File: src/rtl/vga_timing_pkg.sv
// Shared raster constants for the VGA timing generator (640x480@60 defaults).
package vga_timing_pkg;

   // Coordinate and frame counter widths
   localparam int unsigned COORD_W     = 11;
   localparam int unsigned FRAME_CNT_W = 16;

   // Horizontal defaults (pixels)
   localparam int unsigned H_ACTIVE_DEF = 640;
   localparam int unsigned H_FP_DEF     = 16;
   localparam int unsigned H_SYNC_DEF   = 96;
   localparam int unsigned H_BP_DEF     = 48;

   // Vertical defaults (lines)
   localparam int unsigned V_ACTIVE_DEF = 480;
   localparam int unsigned V_FP_DEF     = 10;
   localparam int unsigned V_SYNC_DEF   = 2;
   localparam int unsigned V_BP_DEF     = 33;

   // Sync/blank lag behind the coordinates, in pixel-enable steps
   localparam int unsigned PIPE_DLY_DEF = 1;

   // Total span of one axis: active + front porch + sync + back porch
   function automatic int unsigned axis_total(input int unsigned active,
                                              input int unsigned fp,
                                              input int unsigned sync,
                                              input int unsigned bp);
      return active + fp + sync + bp;
   endfunction

   localparam int unsigned H_TOTAL_DEF  = axis_total(H_ACTIVE_DEF, H_FP_DEF, H_SYNC_DEF, H_BP_DEF);
   localparam int unsigned V_TOTAL_DEF  = axis_total(V_ACTIVE_DEF, V_FP_DEF, V_SYNC_DEF, V_BP_DEF);
   localparam int unsigned HS_START_DEF = H_ACTIVE_DEF + H_FP_DEF;
   localparam int unsigned HS_END_DEF   = HS_START_DEF + H_SYNC_DEF;
   localparam int unsigned VS_START_DEF = V_ACTIVE_DEF + V_FP_DEF;
   localparam int unsigned VS_END_DEF   = VS_START_DEF + V_SYNC_DEF;

endpackage

File: src/rtl/vga_timing_gen_sync_delay_line.sv
// Enable-gated shift register that lags sync/blank behind the coordinates.
module sync_delay_line
   import vga_timing_pkg::*;
#(
   parameter int unsigned DEPTH = 1,
   parameter int unsigned WIDTH = 3
) (
   input  logic             clk,
   input  logic             rst_n,
   input  logic             en,
   input  logic [WIDTH-1:0] rst_val,
   input  logic [WIDTH-1:0] din,
   output logic [WIDTH-1:0] dout
);

   logic [WIDTH-1:0] stage_q [DEPTH];
   logic [WIDTH-1:0] stage_d [DEPTH];

   // Shift one stage per enabled pixel, otherwise hold
   always_comb begin
      stage_d = stage_q;
      if (en) begin
         stage_d[0] = din;
         for (int unsigned i = 1; i < DEPTH; i++) begin
            stage_d[i] = stage_q[i-1];
         end
      end
   end

   // Stage registers; reset flushes every stage to the idle value
   always_ff @(posedge clk) begin
      if (!rst_n) begin
         for (int unsigned i = 0; i < DEPTH; i++) begin
            stage_q[i] <= rst_val;
         end
      end else begin
         stage_q <= stage_d;
      end
   end

   assign dout = stage_q[DEPTH-1];

endmodule

File: src/rtl/vga_timing_gen.sv
// Raster timing generator: pixel coordinates, frame-stable video mode,
// and delayed HS/VS/BLANK_N aligned to the overlay's registered RGB.
module vga_timing_gen
   import vga_timing_pkg::*;
#(
   parameter int unsigned H_ACTIVE = H_ACTIVE_DEF,
   parameter int unsigned H_FP     = H_FP_DEF,
   parameter int unsigned H_SYNC   = H_SYNC_DEF,
   parameter int unsigned H_BP     = H_BP_DEF,
   parameter int unsigned V_ACTIVE = V_ACTIVE_DEF,
   parameter int unsigned V_FP     = V_FP_DEF,
   parameter int unsigned V_SYNC   = V_SYNC_DEF,
   parameter int unsigned V_BP     = V_BP_DEF,
   parameter int unsigned PIPE_DLY = PIPE_DLY_DEF
) (
   input  logic                   iCLK,
   input  logic                   iRST_N,
   input  logic                   iPix_En,
   input  logic                   iVideo_Req,
   output logic [COORD_W-1:0]     oVga_x,
   output logic [COORD_W-1:0]     oVga_y,
   output logic                   oVideo_On,
   output logic                   oActive,
   output logic                   oHS,
   output logic                   oVS,
   output logic                   oBLANK_N,
   output logic                   oSYNC_N,
   output logic                   oFrame_Start,
   output logic [FRAME_CNT_W-1:0] oFrame_Cnt
);

   localparam int unsigned H_TOTAL = axis_total(H_ACTIVE, H_FP, H_SYNC, H_BP);
   localparam int unsigned V_TOTAL = axis_total(V_ACTIVE, V_FP, V_SYNC, V_BP);

   localparam logic [COORD_W-1:0] X_LAST     = COORD_W'(H_TOTAL - 1);
   localparam logic [COORD_W-1:0] Y_LAST     = COORD_W'(V_TOTAL - 1);
   localparam logic [COORD_W-1:0] X_ACT_END  = COORD_W'(H_ACTIVE);
   localparam logic [COORD_W-1:0] Y_ACT_END  = COORD_W'(V_ACTIVE);
   localparam logic [COORD_W-1:0] HS_START_X = COORD_W'(H_ACTIVE + H_FP);
   localparam logic [COORD_W-1:0] HS_END_X   = COORD_W'(H_ACTIVE + H_FP + H_SYNC);
   localparam logic [COORD_W-1:0] VS_START_Y = COORD_W'(V_ACTIVE + V_FP);
   localparam logic [COORD_W-1:0] VS_END_Y   = COORD_W'(V_ACTIVE + V_FP + V_SYNC);

   // Idle delay-line word {hs, vs, blank_n}: syncs inactive, blanked
   localparam logic [2:0] DLY_IDLE = 3'b110;

   logic [COORD_W-1:0]     x_q, x_d, y_q, y_d;
   logic                   req_meta_q, req_meta_d, req_sync_q, req_sync_d;
   logic                   video_on_q, video_on_d;
   logic                   frame_start_q, frame_start_d;
   logic [FRAME_CNT_W-1:0] frame_cnt_q, frame_cnt_d;
   logic                   at_x_last, at_y_last, wrap;
   logic                   active, hs_raw, vs_raw;
   logic [2:0]             dly_in, dly_out;

   // Next-state: raster counters, request synchronizer, frame bookkeeping
   always_comb begin
      at_x_last     = (x_q == X_LAST);
      at_y_last     = (y_q == Y_LAST);
      wrap          = iPix_En && at_x_last && at_y_last;
      x_d           = x_q;
      y_d           = y_q;
      req_meta_d    = iVideo_Req;
      req_sync_d    = req_meta_q;
      video_on_d    = video_on_q;
      frame_cnt_d   = frame_cnt_q;
      // Pulse is recomputed every iCLK, so it lasts one clock even when
      // the pixel enable stays low after the wrap
      frame_start_d = wrap;
      if (iPix_En) begin
         if (at_x_last) begin
            x_d = '0;
            y_d = at_y_last ? '0 : y_q + 1'b1;
         end else begin
            x_d = x_q + 1'b1;
         end
      end
      if (wrap) begin
         video_on_d  = req_sync_q;
         frame_cnt_d = frame_cnt_q + 1'b1;
      end
   end

   // State registers with synchronous active-low reset
   always_ff @(posedge iCLK) begin
      if (!iRST_N) begin
         x_q           <= '0;
         y_q           <= '0;
         req_meta_q    <= 1'b0;
         req_sync_q    <= 1'b0;
         video_on_q    <= 1'b0;
         frame_start_q <= 1'b0;
         frame_cnt_q   <= '0;
      end else begin
         x_q           <= x_d;
         y_q           <= y_d;
         req_meta_q    <= req_meta_d;
         req_sync_q    <= req_sync_d;
         video_on_q    <= video_on_d;
         frame_start_q <= frame_start_d;
         frame_cnt_q   <= frame_cnt_d;
      end
   end

   // Undelayed active-area and sync decode from the current counters
   always_comb begin
      active = (x_q < X_ACT_END) && (y_q < Y_ACT_END);
      hs_raw = !((x_q >= HS_START_X) && (x_q < HS_END_X));
      vs_raw = !((y_q >= VS_START_Y) && (y_q < VS_END_Y));
      dly_in = {hs_raw, vs_raw, active};
   end

   sync_delay_line #(
      .DEPTH (PIPE_DLY),
      .WIDTH (3)
   ) u_sync_dly (
      .clk     (iCLK),
      .rst_n   (iRST_N),
      .en      (iPix_En),
      .rst_val (DLY_IDLE),
      .din     (dly_in),
      .dout    (dly_out)
   );

   assign oVga_x       = x_q;
   assign oVga_y       = y_q;
   assign oVideo_On    = video_on_q;
   assign oActive      = active;
   assign oHS          = dly_out[2];
   assign oVS          = dly_out[1];
   assign oBLANK_N     = dly_out[0];
   assign oSYNC_N      = 1'b0;
   assign oFrame_Start = frame_start_q;
   assign oFrame_Cnt   = frame_cnt_q;

endmodule
File: config.mk
export PLATFORM = sky130hd
export DESIGN_NAME = vga_timing_gen
export DESIGN_NICKNAME = d
export VERILOG_FILES = /design/src/rtl/vga_timing_pkg.sv /design/src/rtl/vga_timing_gen_sync_delay_line.sv /design/src/rtl/vga_timing_gen.sv
export SDC_FILE = /design/constraint.sdc
export NUM_CORES = 1
export LEC_CHECK = 0
export CORE_MARGIN = 2
export CORE_UTILIZATION = 54
export CTS_BUF_LIST = sky130_fd_sc_hd__clkbuf_16
export DETAILED_ROUTE_END_ITERATION = 12
export GPL_TIMING_DRIVEN = 0
export PLACE_DENSITY_LB_ADDON = 0.05
export SETUP_SLACK_MARGIN = 0.3
export SLEW_MARGIN = 25
export SYNTH_ARGS = -nofsm -noshare
export SYNTH_HDL_FRONTEND = slang
export SYNTH_SLANG_ARGS = --single-unit
File: constraint.sdc
create_clock -name iCLK -period 4.4 [get_ports iCLK]
set_input_delay 1.1 -clock iCLK [delete_from_list [all_inputs] [get_ports iCLK]]
set_output_delay 1.1 -clock iCLK [all_outputs]
set_load 0.005 [all_outputs]
==> flow_summary.yaml <==
sta:
  clock_skew_ns: 0.00617
  finalSetupViolCount: 0
  clock.fmax_ghz: 0.351
  report.final.slew_viol_count: 0
  setup_ws_ns: 1.55
  finalCritPeriodShare: 0.648
  relSlewSlack: 0.648
  period_needed_ns: 2.85
  tightest_slew_ns: 0.528
  finalHoldViolCount: 0
  rsz0062_at_grt: "false"
  fin_tns_setup_ns: 0
clock_tree:
  htree_levels: 2
  cts.clk_slew.worst_paths_ns: 0.06
  cts.path.max_buffers: 2
  post_cts_buffers: 0
  clock_tree.root_cell: "clkbuf_16"
  cts_resized: 0
  clock-sinks: 45
  clkLatencyLatePin_ns: 0.28
  cts_inserted_buffers: 5
  ctsHoldBuffers: 0
  cts_tree: "yes"
logic_synthesis:
  synth_seq_area_share: 0.412
  synth_compound_area_frac: 0.156
  synthAdderAreaFrac: 0.0229
  synth-edff-count: 0
  synthDistinctLibCells: 35
  ys_warn_count: 0
  syn_inst: 253
  synthSimpleGateAreaFrac: 0.305
  synth_nets: 261
  synthFlopType: "dfxtp_1"
  syn_area_per_cell_um2: 8.65
  ys_async_sr_fraction: 0
  synth_mux_area_frac: 0.00915
  syn_area_um2: 2190
  synth_top_family_by_area: "simple AND/OR/NAND/NOR gates"
  synth_xor_area_frac: 0.0440
  ys_seq_elements: 45
detailed_routing:
  routed_wl_mm: 5.15
  drc: 0
  dr.pass1.iters: 4
  wl_per_cell_um: 14.4
  vias: 2086
  dr.first_iter.drc_count: 93
  vias_per_cell: 5.84
  antenna_left: 0
power_and_ir_drop:
  p_total_mw: 0.850
  p_per_area_nw_per_um2: 296
  leakage_nw: 0.952
  vdd_drop_max_uv: 210
cells_and_area:
  fin_area_um2: 2870
  final_nets: 314
  drive_above_1_share: 0.0554
  area.sequential_um2: 901
  nFillCells: 311
  syn2layout_area_growth_pct: 31.3
  utilization: 0.729
  multiInputGateArea_um2: 1180
  num_antenna_cells: 0
placement:
  detailedPlace.worstSlack_ns: 1.57
  place_congestion: 0.784
  dp_hpwl_mm: 3.68
  placed_area_um2: 2710
  port_buffers: 46
floorplanning:
  start_util: 0.555
  core-area_um2: 3940
  io_pins: 49
  die_h_um: 67.7
  die_width_um: 67.7
  rows: 23
  dieArea_um2: 4580
flow_run:
  cap_violations: 0
global_routing:
  grt_max_degree: 14
  globalRouteOverflowTotal: 0
  grt_pass1_wl_mm: 8.40
  groute.usage.overall: 0.244
  grt_pass1_vias: 1794
  antenna_found_initial: 0
status:
  status: "completed"
setup_path:
  path_class: "reg2out"
  cp-end-kind: "primary output"
  worst-path-max-fanout: 9
  critPathRequiredTime_ns: 3.30
  cp.arrival_ns: 1.75
  start_kind: "flip-flop"
hold_path:
  worst_hold_path_type: "reg2reg"
==> power breakdown <==
part           leakage, nW  switching [mW]  internal (mW)  total [mW]
Clock               0.0826           0.146          0.264       0.409
Combinational        0.506          0.0137         0.0127      0.0264
Sequential           0.364         0.00288          0.411       0.414
Total                0.952           0.162          0.688       0.850
==> worst paths after layout <==
path / slack [ns] / cells after the start / endpoint / from
min: 0.43 / 1 / req_sync_q / req_meta_q
max: 1.55 / 4 / oActive / oVga_x[8]
min reg2reg: 0.43 / 1 / req_sync_q / req_meta_q
max reg2reg: 2.26 / 8 / oVga_x[1] / oVga_x[0]
==> state kept, by name, summed over array words and instances (netlist names) <==
| name | cells |
|---|---|
| req_meta_q | 1 |
| u_sync_dly.dout | 3 |
| oFrame_Start | 1 |
| oFrame_Cnt | 16 |
| oVga_x | 11 |
| oVga_y | 11 |
| req_sync_q | 1 |
| oVideo_On | 1 |
==> final cells by class <==
type                            instances  share of cell area
Sequential cell                        45               0.313
Tap cell                               50              0.0218
Multi-Input combinational cell        183               0.410
Timing Repair Buffer                   46               0.160
Inverter                                9              0.0118
Clock inverter                          3              0.0131
Buffer                                 16              0.0266
Clock buffer                            5              0.0435
==> layer usage <==
metal  vias to the layer above  part of all wire  GRT usage
met4                         0             0.015     0.0918
met2                        62              0.47      0.384
met5                         -                 0          0
li1                       1049                 -          -
met3                         7             0.049     0.0433
met1                       968              0.46      0.332
==> placed cells by master, fill, tap and decap left out, types with 9 or more instances in the layout <==
master            n
clkdlybuf4s50_1  46
dfxtp_1          45
a21oi_1          26
o31ai_1          15
or4_1            15
nand2_1          14
nor2_1           14
o21ai_0          13
nand3_1          13
nand4_1          12
inv_1             9
==> synth_stat cells, types with 3 or more instances <==
cell       n  area share
nand4_1   12       0.034
ha_1       4       0.023
nor2_1    14       0.024
buf_2      4      0.0091
and4_1     8       0.032
or3_1      8       0.023
nor3_1     3      0.0069
nand3_1   13       0.030
buf_4      3       0.010
and2_1     6       0.017
and3_1     5       0.014
o21ai_0   13       0.030
nand2_1   14       0.024
dfxtp_1   45        0.41
o31ai_1   15       0.051
or4_1     15       0.051
xor2_1     7       0.028
a21oi_1   26       0.059
inv_1      8       0.014
clkbuf_1   7       0.012
xnor2_1    4       0.016
==> cells by family (layout without fill, tap and decap cells) <==
kind of cell | count (synthesis) | after routing
AND/OR/NAND/NOR | 107 | 107
AO/OA/AOI/OAI | 58 | 58
flip-flops | 45 | 45
buffers and inverters | 25 | 79
XOR/XNOR | 11 | 11
adder cells (fa/ha/maj) | 4 | 4
multiplexers | 2 | 2
other | 1 | 1
==> worst max-delay path: stages, from the launching register on <==
cell and delay (ns):
dfxtp_1 0.32, clkbuf_1 0.34, o21ai_0 0.14, and3_1 0.22, clkdlybuf4s50_1 0.44
==> per-stage QoR <==
stage | hold slack (ns) | std cells
finish | 0.434 | 357
global route | 0.463 | 357
CTS | 0.432 | 357
detailed placement | 0.418 | 349
global placement | 0.420 | 349
floorplan | 0.412 | 253
No activity file was read; power rests on OpenSTA's default activity.
